**src/rtl/jtopl_eg_seq.sv**
```systemverilog
`default_nettype none
// ============================================================================
//  Module   : jtopl_eg_seq
//  Purpose  : Envelope-generator slot sequencer. Per-slot envelope state
//             lives in an 18-entry circular shift register. The head entry
//             always belongs to the slot currently addressed by 'slot'.
//             Each cen cycle does three things:
//               - rotates the ring by one entry,
//               - writes the combinational stage's results into the entry
//                 leaving the head,
//               - advances the slot counter.
//             The global envelope counter advances once per full round.
//  Ports    :
//    clk          system clock, rising edge
//    rst_n        synchronous active-low reset
//    cen          clock enable, one slot step per enabled cycle
//    keyon        key-on bit of the current slot
//    slot         current slot index 0..17
//    zero         high while slot == 0
//    keyon_now    key-on rising edge for the current slot
//    keyoff_now   key-on falling edge for the current slot
//    state_in     stored one-hot envelope state of the current slot
//    eg_in        stored attenuation of the current slot
//    cnt_in       stored rate-counter LSB of the current slot
//    sum_up_in    stored sum-up flag of the current slot
//    eg_cnt       global envelope counter
//    state_next   next state from the combinational stage
//    pure_eg_out  next attenuation from the combinational stage
//    cnt_lsb      rate-counter LSB from the combinational stage
//    sum_up_out   sum-up flag from the combinational stage
//  Revision : 1.0 - initial release
// ============================================================================
module jtopl_eg_seq (
  input  logic        clk,
  input  logic        rst_n,
  input  logic        cen,
  input  logic        keyon,
  output logic [4:0]  slot,
  output logic        zero,
  output logic        keyon_now,
  output logic        keyoff_now,
  output logic [2:0]  state_in,
  output logic [9:0]  eg_in,
  output logic        cnt_in,
  output logic        sum_up_in,
  output logic [14:0] eg_cnt,
  input  logic [2:0]  state_next,
  input  logic [9:0]  pure_eg_out,
  input  logic        cnt_lsb,
  input  logic        sum_up_out
);

  localparam int         SLOTS      = 18;
  localparam logic [4:0] LAST_SLOT  = 5'd17;
  localparam logic [2:0] ST_RELEASE = 3'b100;

  typedef struct packed {
    logic [2:0] state;
    logic [9:0] eg;
    logic       keyon_last;
    logic       cnt;
    logic       sum_up;
  } entry_t;

  localparam entry_t ENTRY_RESET = '{
    state:      ST_RELEASE,
    eg:         10'h3FF,
    keyon_last: 1'b0,
    cnt:        1'b0,
    sum_up:     1'b0
  };

  // ring[0] is the head: it always holds the data of the slot in 'slot'.
  entry_t ring [SLOTS];

  always_ff @(posedge clk) begin
    if (!rst_n) begin
      for (int i = 0; i < SLOTS; i++) begin
        ring[i] <= ENTRY_RESET;
      end
      slot   <= 5'd0;
      eg_cnt <= 15'd0;
    end else if (cen) begin
      // Rotate toward the head. The departing head entry re-enters at the
      // tail carrying the freshly computed values, so it returns to the
      // head exactly one round later.
      for (int i = 0; i < SLOTS - 1; i++) begin
        ring[i] <= ring[i+1];
      end
      ring[SLOTS-1] <= '{
        state:      state_next,
        eg:         pure_eg_out,
        keyon_last: keyon,
        cnt:        cnt_lsb,
        sum_up:     sum_up_out
      };
      if (slot == LAST_SLOT) begin
        slot   <= 5'd0;
        eg_cnt <= eg_cnt + 15'd1;
      end else begin
        slot   <= slot + 5'd1;
      end
    end
  end

  // Stored fields come straight from the head register.
  assign state_in  = ring[0].state;
  assign eg_in     = ring[0].eg;
  assign cnt_in    = ring[0].cnt;
  assign sum_up_in = ring[0].sum_up;
  assign zero      = (slot == 5'd0);

  // Edge detection against the key-on bit stored on this slot's last
  // visit. The two terms are mutually exclusive by construction.
  assign keyon_now  =  keyon & ~ring[0].keyon_last;
  assign keyoff_now = ~keyon &  ring[0].keyon_last;

endmodule
`default_nettype wire

```
**config.mk**
```make
export PLATFORM = sky130hd
export DESIGN_NAME = jtopl_eg_seq
export DESIGN_NICKNAME = d
export VERILOG_FILES = /design/src/rtl/jtopl_eg_seq.sv
export SDC_FILE = /design/constraint.sdc
export NUM_CORES = 1
export LEC_CHECK = 0
export ABC_AREA = 1
export BUFFER_PORTS_ARGS = -buffer_cell sky130_fd_sc_hd__buf_2
export CAP_MARGIN = 25
export CORE_AREA = 2 2 198 142
export DETAILED_ROUTE_END_ITERATION = 8
export DIE_AREA = 0 0 200 144
export PLACE_DENSITY_LB_ADDON = 0.08
export SYNTH_ARGS = -nofsm -noshare
export SYNTH_HDL_FRONTEND = slang
export SYNTH_SLANG_ARGS = --single-unit
```
**constraint.sdc**
```tcl
create_clock -name clk -period 13 [get_ports clk]
set_input_delay 0 -clock clk [delete_from_list [all_inputs] [get_ports clk]]
set_output_delay 0 -clock clk [all_outputs]
set_load 0.01 [all_outputs]
```
==> results of run 1 <==
-- per-stage QoR --
step	setup WS, ns	instances	hold slack, ns	utilization, %	power [mW]
final	10.16	1319	0.245	49.9	2.03
after global routing	10.00	1319	0.248	49.9	2.10
after CTS	10.20	1319	0.222	49.9	2.06
after detailed placement	10.18	1252	0.254	45.8	1.19
after global placement	10.26	1252	0.245	45.8	1.19
after floorplan	5.95	869	0.0475	-	1.19
-- power by group through the flow --
stage / Clock (mW) / Combinational [mW] / Sequential (mW)
after floorplan: 0 / 0.0414 / 1.15
after global placement: 0 / 0.0531 / 1.13
after CTS: 0.881 / 0.0596 / 1.11
after global routing: 0.918 / 0.0666 / 1.12
final: 0.854 / 0.0574 / 1.11
after detailed placement: 0 / 0.0551 / 1.14
-- area by class of cell --
cell class / count / area [µm²]
fillers: 2372 / 13600
inverters: 112 / 425
flip-flops and latches: 308 / 9050
multi-input cells: 402 / 2160
repair buffers: 77 / 495
clock buffers: 36 / 795
clock inverters: 13 / 158
well taps: 371 / 464
-- worst paths after layout --
check        slack (ns)  cells after the start            to           start
max reg2reg       11.31                      9    eg_cnt[11]         slot[1]
min                0.24                      3  ring[0][281]  pure_eg_out[6]
max               10.16                      6  ring[0][143]             cen
min reg2reg        0.49                      1  ring[0][248]    ring[0][264]
-- sequential cells by signal (all words and copies together) (netlist names) --
register,cells
eg_cnt,15
ring,288
slot,5
-- cells in the final DEF (no fill, tap or decap), drive strengths merged --
cell type	count
edfxtp	288
or2	198
nor2	121
inv	112
buf	59
nand2	36
clkbuf	36
dfxtp	20
dlygate4sd3	18
nand3	15
a21oi	12
clkinv	9
nor3	7
o21ai	4
ha	4
bufinv	4
nand4	3
xor2	1
and3	1
-- critical path: cells and delay by family --
kind	cells	cell delay (ns)
buffers and inverters	5	2.43
AND/OR/NAND/NOR	1	0.33
-- layer usage --
layer  track usage [%]  share of wire [%]  vias up  routed length (µm)
met5                 0                  0        -                   0
met4              4.09                2.7        0                 428
met3              2.61                4.4       34                 704
met2              18.8                 46      101                7350
met1              14.8                 47     2841                7610
li1                  -                  -     2936                   -
-- logic make-up (layout without fill, tap and decap cells) --
group / count (synthesis) / in the layout / share of synthesized area, %
flip-flops: 308 / 308 / 75.7
XOR/XNOR: 1 / 1 / 0.0733
AND/OR/NAND/NOR: 381 / 381 / 16.7
AO/OA/AOI/OAI: 16 / 16 / 0.670
adder cells (fa/ha/maj): 4 / 4 / 0.419
buffers and inverters: 159 / 238 / 6.39
==> flow_summary_export.csv, run 1 <==
group,metric,value,unit
status,status,"complete, no violations",
timing,timing.setup.tns,0,ns
timing,fin_crit,2.84,ns
clock_network,cts_buffers,31,
die,coreArea,27100,µm²
synthesis,ys_types,26,
layout,diodes,0,
clock_network,ctsResizeCount,0,
pwr,p_switching,394,µW
timing,tightest_slew,1.04,ns
global_routing,antenna_found_initial,0,
clock_network,clkTransAtPathRegs,0.06,ns
place,portBuffers,56,
synthesis,ys_warn_count,0,
flow_run,drv_cap,0,
hold_path,min_path_type,"input port to flop",
pwr,ir_drop,0.0000976,V
clock_network,clockBufferDepth,3,
pwr,pwr-share-seq,55.0,%
route,finalWirelength,16100,µm
worst_setup_path,worstSetupStartpointType,"input port",
worst_setup_path,path_class,"input port to flop",
layout,syn_to_final_growth,13.3,%
timing,finalClockSkew,0.00772,ns
timing,max_freq,352,MHz
pwr,p_int,1.63,mW
clock_network,cts_max_level,1,
clock_network,worstSkewPairLatency,0.54,ns
worst_setup_path,cp-end-kind,"flop",
layout,nets,955,
layout,drive_above_1_share,19.2,%
worst_setup_path,cp.required,13.16,ns
synthesis,avgSynthCellArea,13.8,µm²
clock_network,post_cts_buffers,0,
route,drtIter0Drc,342,
die,io_pins,57,
route,routed-via-count,5912,
worst_setup_path,cp_slowest_stage_delay,0.86,ns
route,wl_per_cell,12.2,µm
layout,final_area,13500,µm²
worst_setup_path,cp_max_fo,188,
pwr,p_leak,4.30,nW
global_routing,grt_first_pass_wirelength,26700,µm
worst_setup_path,crit_arrival,3.00,ns
synthesis,synth_top_cells_by_area,"edfxtp_1, or2_1, or2_2, nor2_1, inv_1",
pwr,powerDensity,150,nW/µm²
place,gp_congestion,0.713,
synthesis,netlist_area,12000,µm²
synthesis,synth_top_cell_area_share,72.4,%
synthesis,synth_edf_count,288,
synthesis,synth_common_cells,"edfxtp_1, or2_1, nor2_1, inv_1, or2_2",
timing,rsz0062_at_grt,"false",
worst_setup_path,path_cells,"dlygate4sd3_1 > buf_2 > inv_1 > nand2_4 > buf_12 > buf_4",
synthesis,yosysSeqAreaShare,75.7,%
die,initial_core_util,44.1,%
die,num_rows,51,
timing,fin_crit_sh,21.9,%
place,dp_hpwl,7960,µm
synthesis,postSynthNetCount,892,
clock_network,cts_root_buf,"clkbuf_16",
place,placed_area,12400,µm²
pwr,p_sw_share,19.5,%
route,drtAntennaViolNets,0,
clock_network,clkSinkCount,308,
synthesis,yosysTopAreaCell,"edfxtp_1",
die,die_area,28800,µm²
clock_network,hold_buffers,18,
die,fp.dieH,144,µm
synthesis,synth_ff_type,"edfxtp_1",
timing,setup_violations,0,
die,fp.dieW,200,µm
route,vias_per_cell,4.48,
timing,finalHoldViolCount,0,
synthesis,syn_inst,869,
route,drc,0,
global_routing,grt_max_degree,189,
route,drtPass1Iterations,4,
synthesis,synthArstFlopShare,0,%
clock_network,cts_tree,"yes",
pwr,comb_power_share,2.8,%
timing,drv_slew,0,
synthesis,post-synth-top-count-cell,"edfxtp_1",
synthesis,ys_ff_latch,308,
worst_setup_path,critical-path-slowest-cell,"buf_4",
global_routing,grtUsageTotal,11.4,%
global_routing,grt_pass1_vias,5756,
pwr,clkPwrFrac,42.2,%
global_routing,grt_overflow,0,
timing,slew_headroom,30.5,%
(Power assumes the default switching activity.)
==> run 2, diff against run 1 <==
- clock period: 13 -> 2.6 ns (I/O delays scaled with it)
==> flow_summary_export.csv, run 2 (synthesis gave the netlist of run 1 again) <==
group,metric,value,unit
route,vias_per_cell,4.47,
die,coreArea,27100,µm²
route,finalWirelength,15400,µm
place,pre_cts_slack,0.908,ns
timing,finalClockSkew,0.0115,ns
clock_network,cts_buffers,31,
global_routing,antenna_found_initial,0,
worst_setup_path,cp-end-kind,"flop",
global_routing,grt_first_pass_wirelength,26200,µm
layout,layout_commonest_cell,"edfxtp_1",
route,drtAntennaViolNets,0,
global_routing,grtUsageTotal,11.0,%
route,routed-via-count,5961,
timing,rsz0062_at_grt,"false",
die,fp.dieW,200,µm
die,io_pins,57,
layout,nets,962,
pwr,p_sw_share,20.1,%
pwr,comb_power_share,3.0,%
pwr,p_leak,4.34,nW
layout,diodes,0,
die,initial_core_util,44.1,%
place,portBuffers,56,
pwr,powerDensity,735,nW/µm²
timing,finalHoldViolCount,0,
pwr,p_int,8.00,mW
route,drc,0,
layout,drive_above_1_share,19.9,%
pwr,pwr-share-seq,55.6,%
timing,slew_headroom,62.1,%
timing,max_freq,577,MHz
pwr,ir_drop,0.000524,V
clock_network,clockBufferDepth,3,
clock_network,cts_root_buf,"clkbuf_16",
worst_setup_path,critPathBufInv,2,
worst_setup_path,path_delay_family,"simple AND/OR/NAND/NOR gates",
worst_setup_path,cp_max_fo,11,
timing,drv_slew,0,
route,wl_per_cell,11.6,µm
clock_network,clkTransAtPathRegs,0.07,ns
clock_network,worstSkewPairLatency,0.54,ns
clock_network,ctsResizeCount,0,
timing,timing.setup.tns,0,ns
route,drtPass1Iterations,4,
timing,tightest_slew,0.569,ns
layout,fill_cells,2306,
place,gp_congestion,0.786,
global_routing,grt_max_degree,117,
die,fp.dieH,144,µm
worst_setup_path,path_class,"flop to flop",
status,status,"complete, no violations",
clock_network,cts_max_level,1,
layout,syn_to_final_growth,14.0,%
worst_setup_path,crit_arrival,2.18,ns
clock_network,cts_tree,"yes",
global_routing,grt_overflow,0,
clock_network,clkSinkCount,308,
pwr,clkPwrFrac,41.4,%
pwr,p_switching,2.01,mW
route,drtIter0Drc,363,
place,dp_hpwl,8000,µm
worst_setup_path,cp_slowest_stage_delay,0.35,ns
layout,largest_reg_flops,288,
timing,setup_violations,0,
die,die_area,28800,µm²
layout,largestRegisters,"ring: 288 flops, eg_cnt: 15 flops, slot: 5 flops",
worst_setup_path,path_cells,"inv_1 > ha_1 > nand2_1 > inv_1 > nand3_2 > nor2_4 > nand3_1 > nand2_1 > nor2_1",
layout,largest-register,"ring",
worst_setup_path,critical-path-slowest-cell,"dfxtp_1",
timing,hold_ws,0.247,ns
worst_setup_path,worstSetupStartpointType,"flop",
flow_run,drv_cap,0,
timing,fin_ws,0.866,ns
die,num_rows,51,
hold_path,min_path_type,"input port to flop",
timing,fin_crit_sh,66.7,%
timing,fin_crit,1.73,ns
global_routing,grt_pass1_vias,5796,
worst_setup_path,cp.required,3.04,ns
layout,layout_common_cells,"edfxtp_1, or2_1, nor2_1",
[run 2: timing repair]
item                                   CTS  global route
endpoints found under the hold margin   34             0
buffers inserted                         0             0
hold buffers                            18             0
[run 2: worst paths after layout]
check                      end  slack [ns]           start  cells past startpoint
hold reg to reg   ring[0][122]        0.49    ring[0][138]                      1
setup reg to reg    eg_cnt[11]        0.87         slot[1]                      9
setup / recovery    eg_cnt[11]        0.87         slot[1]                      9
hold / removal    ring[0][284]        0.25  pure_eg_out[9]                      3
[run 2: metrics by stage]
step	area (µm²)	std cells	util [%]	total power [mW]
after global placement	12500	1259	46.1	5.95
after global routing	13600	1334	50.3	10.4
after floorplan	12000	869	-	5.89
after detailed placement	12500	1259	46.1	5.96
after CTS	13600	1334	50.3	10.2
final	13600	1334	50.3	10.0
[run 2: metal layers]
metal | track usage (%) | vias up | part of all wire [%]
li1 | - | 2964 | -
met1 | 13.4 | 2820 | 45
met2 | 18.8 | 136 | 46
met3 | 2.87 | 41 | 5.4
met4 | 4.25 | 0 | 2.8
met5 | 0 | - | 0
[run 2: area by class of cell]
class                   instances  area [µm²]  area share [%]
flip-flops and latches        308        9050            66.4
multi-input cells             402        2170            15.9
clock buffers                  38         802            5.88
repair buffers                 84         586            4.30
well taps                     371         464            3.41
inverters                     112         425            3.12
clock inverters                19         140            1.03
[run 2: power by group through the flow]
stage	Clock [mW]	Combinational [mW]	Sequential, mW
2_1_floorplan	0	0.208	5.68
3_3_place_gp	0	0.280	5.67
3_5_place_dp	0	0.290	5.67
4_1_cts	4.30	0.312	5.57
5_1_grt	4.49	0.347	5.57
6_report	4.15	0.300	5.57
[run 2: tightest hold or removal path, cell delays in order]
cell,delay (ns)
dlygate4sd3_1,0.51
buf_2,0.09
or2_1,0.08
